[config.mk]
export PLATFORM = sky130hd
export DESIGN_NAME = fifo_wr_arbiter
export DESIGN_NICKNAME = d
export VERILOG_FILES = /design/src/rtl/fifo_wr_arbiter.sv
export SDC_FILE = /design/constraint.sdc
export NUM_CORES = 1
export LEC_CHECK = 0
export BUFFER_PORTS_ARGS = -buffer_cell sky130_fd_sc_hd__buf_2
export CORE_MARGIN = 2
export CORE_UTILIZATION = 39
export DETAILED_ROUTE_END_ITERATION = 12
export PLACE_DENSITY = 0.64
export SYNTH_ARGS = -nofsm -noshare
export SYNTH_HDL_FRONTEND = slang
export SYNTH_SLANG_ARGS = --single-unit
[constraint.sdc]
create_clock -name wr_clk -period 3.3 [get_ports wr_clk]
set_input_delay 0.165 -clock wr_clk [delete_from_list [all_inputs] [get_ports wr_clk]]
set_output_delay 0.165 -clock wr_clk [all_outputs]
set_load 0.01 [all_outputs]
[src/rtl/fifo_wr_arbiter.sv]
// Round-robin write-port arbiter for the async FIFO, throttled by full/almost_full.
// Define WR_ARB_BURST_EN to let a granted producer keep the port for up to MAX_BURST writes.
module fifo_wr_arbiter #(
  parameter int NUM_REQ   = 4,
  parameter int DATA_W    = 8,
  parameter int MAX_BURST = 4
) (
  input  logic                      wr_clk,
  input  logic                      rstn,
  input  logic [NUM_REQ-1:0]        req_i,
  input  logic [NUM_REQ*DATA_W-1:0] req_data_i,
  output logic [NUM_REQ-1:0]        gnt_o,
  output logic                      wr_enbl_o,
  output logic [DATA_W-1:0]         wr_data_o,
  input  logic                      full_i,
  input  logic                      almost_full_i,
  input  logic                      overflow_i,
  output logic                      ovf_err_o,
  output logic [15:0]               wr_cnt_o
);

  localparam int PTR_W = $clog2(NUM_REQ);
  localparam int CNT_W = $clog2(MAX_BURST + 1);
`ifdef WR_ARB_BURST_EN
  localparam int BURST_LIM = MAX_BURST;
`else
  // A burst limit of one degenerates to plain round-robin.
  localparam int BURST_LIM = 1;
`endif

  typedef enum logic [1:0] {IDLE, XFER, STALL} state_e;

  state_e             state_q, state_d;
  logic [PTR_W-1:0]   ptr_q, ptr_d;
  logic [PTR_W-1:0]   cur_q, cur_d;
  logic [CNT_W-1:0]   bcnt_q, bcnt_d;
  logic               we_q;
  logic [DATA_W-1:0]  data_q;
  logic [15:0]        cnt_q;
  logic               ovf_q;

  logic               space, hold, found, xfer;
  logic [PTR_W-1:0]   base, idx, rr_idx, sel;
  logic [DATA_W-1:0]  sel_data;
  int                 nxt;

  // A write already in flight takes the last free slot.
  always_comb begin
    space  = !full_i && !(almost_full_i && we_q);
    hold   = (bcnt_q != '0) && req_i[cur_q];
    base   = (bcnt_q != '0) ? cur_q : ptr_q;
    found  = 1'b0;
    idx    = '0;
    rr_idx = '0;
    for (int k = 1; k <= NUM_REQ; k++) begin
      idx = PTR_W'((int'(base) + k) % NUM_REQ);
      if (!found && req_i[idx]) begin
        found  = 1'b1;
        rr_idx = idx;
      end
    end
    sel      = hold ? cur_q : rr_idx;
    xfer     = rstn && space && (hold || found);
    sel_data = req_data_i[int'(sel)*DATA_W +: DATA_W];
    gnt_o    = '0;
    if (xfer) gnt_o[sel] = 1'b1;
  end

  // Burst bookkeeping: ptr only moves when the owner's burst ends.
  always_comb begin
    ptr_d  = ptr_q;
    cur_d  = cur_q;
    bcnt_d = bcnt_q;
    nxt    = 0;
    if (xfer) begin
      nxt   = hold ? int'(bcnt_q) + 1 : 1;
      cur_d = sel;
      if (!hold && bcnt_q != '0) ptr_d = cur_q;
      if (nxt >= BURST_LIM) begin
        ptr_d  = sel;
        bcnt_d = '0;
      end else begin
        bcnt_d = CNT_W'(nxt);
      end
    end else if (bcnt_q != '0 && !req_i[cur_q]) begin
      ptr_d  = cur_q;
      bcnt_d = '0;
    end
  end

  always_comb begin
    state_d = state_q;
    unique case (state_q)
      IDLE: begin
        if (xfer)        state_d = XFER;
        else if (|req_i) state_d = STALL;
      end
      XFER, STALL: begin
        if (xfer)              state_d = XFER;
        else if (req_i == '0)  state_d = IDLE;
        else                   state_d = STALL;
      end
      default: state_d = IDLE;
    endcase
  end

  always_ff @(posedge wr_clk or negedge rstn) begin
    if (!rstn) begin
      state_q <= IDLE;
      ptr_q   <= PTR_W'(NUM_REQ - 1);
      cur_q   <= '0;
      bcnt_q  <= '0;
      we_q    <= 1'b0;
      data_q  <= '0;
      cnt_q   <= '0;
      ovf_q   <= 1'b0;
    end else begin
      state_q <= state_d;
      ptr_q   <= ptr_d;
      cur_q   <= cur_d;
      bcnt_q  <= bcnt_d;
      we_q    <= xfer;
      if (xfer) begin
        data_q <= sel_data;
        cnt_q  <= cnt_q + 16'd1;
      end
      if (overflow_i) ovf_q <= 1'b1;
    end
  end

  assign wr_enbl_o = we_q;
  assign wr_data_o = data_q;
  assign wr_cnt_o  = cnt_q;
  assign ovf_err_o = ovf_q;

endmodule

* Word level (Yosys, flattened, before mapping)
Cells that the tools add are included.
Operators by class: eq/ne operators 1, magnitude comparators 8, muxes and demuxes 31, reductions and logical operators 22, add/subtract/negate cells 6, shifts and indexed selects 1
Operators by type and width (number):
- $shiftx 32x6->8 | 1
- $mux 2 | 10
- $lt 2x3->1 const B | 6
- $add 16x1->16 const B | 1
- $logic_and 1x1->1 | 11
- $bmux 1 s2 | 5
- $mux 1 | 10
- $mux 3 | 3
- $mux 4 | 2
- $logic_not 1->1 | 7
- $add 2x1->2 const B | 2
- $add 2x2->2 const B | 2
- $add 3x1->4 const B | 1
- $ge 4x1->1 const B | 1
- $ne 3x1->1 const B | 1
- $reduce_bool 3->1 | 1
- $demux 1 s2 | 1
- $ge 2x1->1 const B | 1
- $reduce_and 2->1 | 1
- $reduce_bool 2->1 | 1
- $logic_or 1x1->1 | 1
Storage, ports and cells: bits in registers 33, output and inout port bits 30

* Depth between registers and ports, before layout
depth after elaboration 21, depth in mapped cells 10

* Worst setup path after synthesis
OpenSTA, ideal clock, no wires.
kind reg2reg, start point reg bcnt_q[0], end point reg data_q[3], in the netlist wr_data_o[3], data arrival time 2228 ps, cell stages (with the launch flop) 11, path buffers 1, setup slack 939 ps, cell sequence dfrtp_1 -> inv_1 -> ha_1 -> nor2b_4 -> mux2_4 -> mux2i_1 -> o31a_1 -> a31oi_4 -> buf_6 -> mux2i_1 -> o221ai_2
Between the ends: cells in the longest elaborated chain, start to end 17, elaborated cells on any way between the ends 33, those cells by class add/sub (4); shift (1); mux (18); reduce/logical (10)
Ends and longest elaborated chain:
- start: declaration | line 36 | logic [CNT_W-1:0] bcnt_q, bcnt_d;
- start signal: assignment | line 121 | bcnt_q <= bcnt_d;
- $reduce_bool 3->1 * | line 50, 51
- $mux 2 | line 51 | base = (bcnt_q != '0) ? cur_q : ptr_q;
- $add 2x1->2 | line 56 | idx = PTR_W'((int'(base) + k) % NUM_REQ);
- $bmux 1 s2 | line 57 | if (!found && req_i[idx]) begin
- $mux 1 (implied by the code) | line 57
- $mux 1 | line 57
- $logic_not 1->1 | line 57
- $logic_and 1x1->1 | line 57
- $mux 1 | line 57
- $logic_not 1->1 | line 57
- $logic_and 1x1->1 | line 57
- $mux 1 | line 57
- $logic_not 1->1 | line 57
- $logic_and 1x1->1 | line 57
- $mux 2 or $mux 1 (tied branches) | line 57
- $mux 2 or $logic_or 1x1->1 (tied branches) | line 62, 63
- $shiftx 32x6->8 or $logic_and 1x1->1 (tied branches) | line 64, 63
- end signal: assignment | line 124 | data_q <= sel_data;
- end: declaration | line 38 | logic [DATA_W-1:0] data_q;
Every way passes the cells marked *; elsewhere a longest branch is shown, timed or not. The select of a mux whose other input is x is not followed. A chain may end at the register's enable or synchronous reset.

* Final worst setup path
start point reg bcnt_q[0], end point out gnt_o[3]
Between the ends: cells in the longest elaborated chain, start to end 21, elaborated cells on any way between the ends 38, those cells by class add/sub (4); order compare (2); mux (21); reduce/logical (11)
Ends and longest elaborated chain:
- $reduce_bool 3->1 * | line 50, 51
- $mux 2 | line 51
- $add 2x1->2 | line 56
- $bmux 1 s2 | line 57
- $mux 1 (implied by the code) | line 57
- $mux 1 | line 57
- $logic_not 1->1 | line 57
- $logic_and 1x1->1 | line 57
- [... 5 more ...]
- $logic_and 1x1->1 | line 57
- $mux 2 | line 57
- $mux 2 | line 62 | sel = hold ? cur_q : rr_idx;
- $lt 2x3->1 (implied by the code) or $ge 2x1->1 (tied branches) | line 66 | if (xfer) gnt_o[sel] = 1'b1;
- $logic_and 1x1->1 (implied by the code) | line 66
- $mux 1 (implied by the code) | line 66
- $demux 1 s2 | line 66
- $mux 4 * | line 66
- end: declaration | line 12 | output logic [NUM_REQ-1:0] gnt_o,
Marked as above.

==> results.toml <==
[grt]
gr-total-overflow = 0
grt_max_degree = 34
grtUsageTotal = 0.167
grt_pass1_vias = 1544
antenna_found_initial = 0
grt_first_pass_wirelength_um = 7040

[logic_synthesis]
synth.largest_area_cell = "dfrtp_1"
yosysSeqAreaShare = 0.419
synth_nets = 231
yosysMostFrequentCell = "dfrtp_1"
synth_edf_count = 0
synth_cells = 187
netlist_top_cells_area = "dfrtp_1 (39%), mux2i_1 (10%), nand2_1 (5.5%)"
synth_common_cells = "dfrtp_1 (31), nand2_1 (29), mux2i_1 (20)"
yosysWarnings = 0
synth_top_area_frac = 0.393
syn_avg_cell_area_um2 = 10.6
synthesis.area_um2 = 1980
synth_cell_type_count = 42
synth-seq-cells = 33
async_flop_share = 1.00
synthFlopType = "dfrtp_1"

[sta]
hold_viol = 0
holdWs_ns = 0.0673
fin_skew_ns = 0.00423
finalSetupTns_ns = 0
drv_slew = 0
max_slew_margin = 0.679
setup_viol = 0
max_freq_mhz = 340
grt_setup_unrepaired = "false"
tightestPinTransition_ns = 0.479
period_minus_slack_ns = 2.94
final_min_period_over_clock_period = 0.891

[critical_path]
path_class = "flip-flop to output port"
critPathLaunchType = "flip-flop"
reg2reg_depth = 10
worst_setup_path_end_kind = "output port"
path_max_fanout = 11
worstPathArrival_ns = 2.78
required_ns = 3.13

[power_and_ir_drop]
p_leak_uw = 0.00130
combPwrFrac = 0.411
switchingPower_uw = 598
p_per_area_nw_per_um2 = 676
seqPwrFrac = 0.361
ir_drop_mv = 0.393
switching_share = 0.354
p_clk_frac = 0.228
intPower_uw = 1090

[floorplan]
die_w_um = 75.2
fp.dieH_um = 75.2
ios = 71
core_um2 = 4820
dieArea_um2 = 5650
rows = 25
initial_core_util = 0.410

[cts]
htreeDepth = 2
numCtsBuffers = 5
cts_tree = "done"
clkLatencyLatePin_ns = 0.28
clockRootBuffer = "clkbuf_8"
clk_pin_slew_ns = 0.06
clk_path_buf_depth = 2
ctsResizeCount = 0
ctsHoldBuffers = 1
cts.sinks = 33
cts_setup_buffers = 0

[routing]
drt_wl_total_um = 4250
wl_met1_um = 1990
routed_via_density = 4.86
ant_nets = 0
post-route-drc-count = 0
drt_iter0_markers = 43
wl_met2_um = 1920
avgRoutedWirePerCell_um = 12.9
vias = 1604
wl_met3_um = 244
dr.pass1.iters = 4
top_layer = "met4"

[status]
status = "finished, final reports clean"

[place]
io_buffers = 70
dp_cells = 321
finalWeightedCongestion = 0.833
place_area_um2 = 2380
dpl.hpwl_um = 3270

[layout]
syn_to_final_growth_pct = 26.7
drive_gt1_frac = 0.392
antenna_cells = 0
nFillCells = 474
finish.utilization = 0.520
stdcell_count = 330
fin_nets = 306
postLayoutCellArea_um2 = 2500

[run]
drv_cap = 0

[min_path]
hold_path_class = "primary input to flip-flop"
min_delay_path_depth = 2
[per-layer routing]
metal  global-route usage  up-vias
met5                    0        -
met4               0.0682        0
met1                0.222      747
li1                     -      802
met3               0.0482        8
met2                0.257       47
[worst max-delay path: stages (launching register included)]
cell and delay (ns):
dfrtp_1 0.39, inv_1 0.09, ha_1 0.16, nor2b_4 0.21
mux2_4 0.35, mux2_4 0.32, a2111oi_4 0.22, o2bb2ai_2 0.18
or2_2 0.35, nor2_1 0.07, buf_2 0.14
[metrics by stage]
step	setup slack [ns]	total power, uW
4_1_cts	0.349	1720
3_5_place_dp	0.659	1320
6_report	0.359	1690
3_3_place_gp	0.734	1310
2_1_floorplan	0.939	1150
5_1_grt	0.201	1810
[cells by family after synthesis]
logic type               count (synthesis)  synth area share
AO/OA/AOI/OAI                           20             0.117
adder cells (fa/ha/maj)                  3            0.0190
XOR/XNOR                                17            0.0754
flip-flops                              33             0.419
multiplexers                            26             0.141
buffers and inverters                   12            0.0393
AND/OR/NAND/NOR                         76             0.189
[cells in the final DEF (no fill, tap or decap), types with 2 or more instances in the layout]
cell,Yosys,routed
o221ai_2,7,7
nor3_1,4,4
xnor2_1,10,10
mux2_4,3,3
dfstp_2,2,2
nand2_2,2,2
xor2_1,7,7
dfrtp_1,31,31
buf_4,0,3
mux2_1,2,2
a21oi_1,2,2
or2_2,3,3
inv_1,5,5
nand2_1,29,29
mux2i_1,20,20
nand4_1,3,3
buf_2,1,70
ha_1,3,3
nor2_1,15,15
and3_1,7,7
nand3_1,4,4
clkbuf_8,0,6
o21ai_0,4,4
[power groups by stage]
stage / clock network, uW / registers, uW / logic, uW
CTS: 401 / 610 / 704
floorplan: 0 / 628 / 524
detailed placement: 0 / 614 / 703
finish: 386 / 611 / 695
global route: 415 / 625 / 770
global placement: 0 / 618 / 688
[flip-flops by register name, summed over array words and instances (netlist names)]
| register | count |
|---|---|
| wr_data_o | 8 |
| cur_q | 2 |
| wr_cnt_o | 16 |
| bcnt_q | 3 |
| wr_enbl_o | 1 |
| ovf_err_o | 1 |
| ptr_q | 2 |
[layout make-up]
class                   count  area (um^2)  share of cell area
flip-flops and latches     33          828               0.331
well taps                  67         83.8              0.0335
multi-input cells         142         1070               0.427
clock buffers               7         86.3              0.0345
clock inverters             1         30.0              0.0120
inverters                   6         22.5             0.00900
repair buffers             74          383               0.153
[worst paths after layout]
kind	startpoint	end	slack [ns]
min in group asynchronous	rstn	wr_cnt_o[3]	0.49
min reg2reg	wr_cnt_o[15]	wr_cnt_o[15]	0.47
max in group asynchronous	rstn	ptr_q[1]	2.47
min	overflow_i	ovf_err_o	0.07
max	bcnt_q[0]	gnt_o[3]	0.36
max reg2reg	bcnt_q[0]	wr_data_o[7]	0.67
Note: power is estimated with default switching activity, not from simulation.
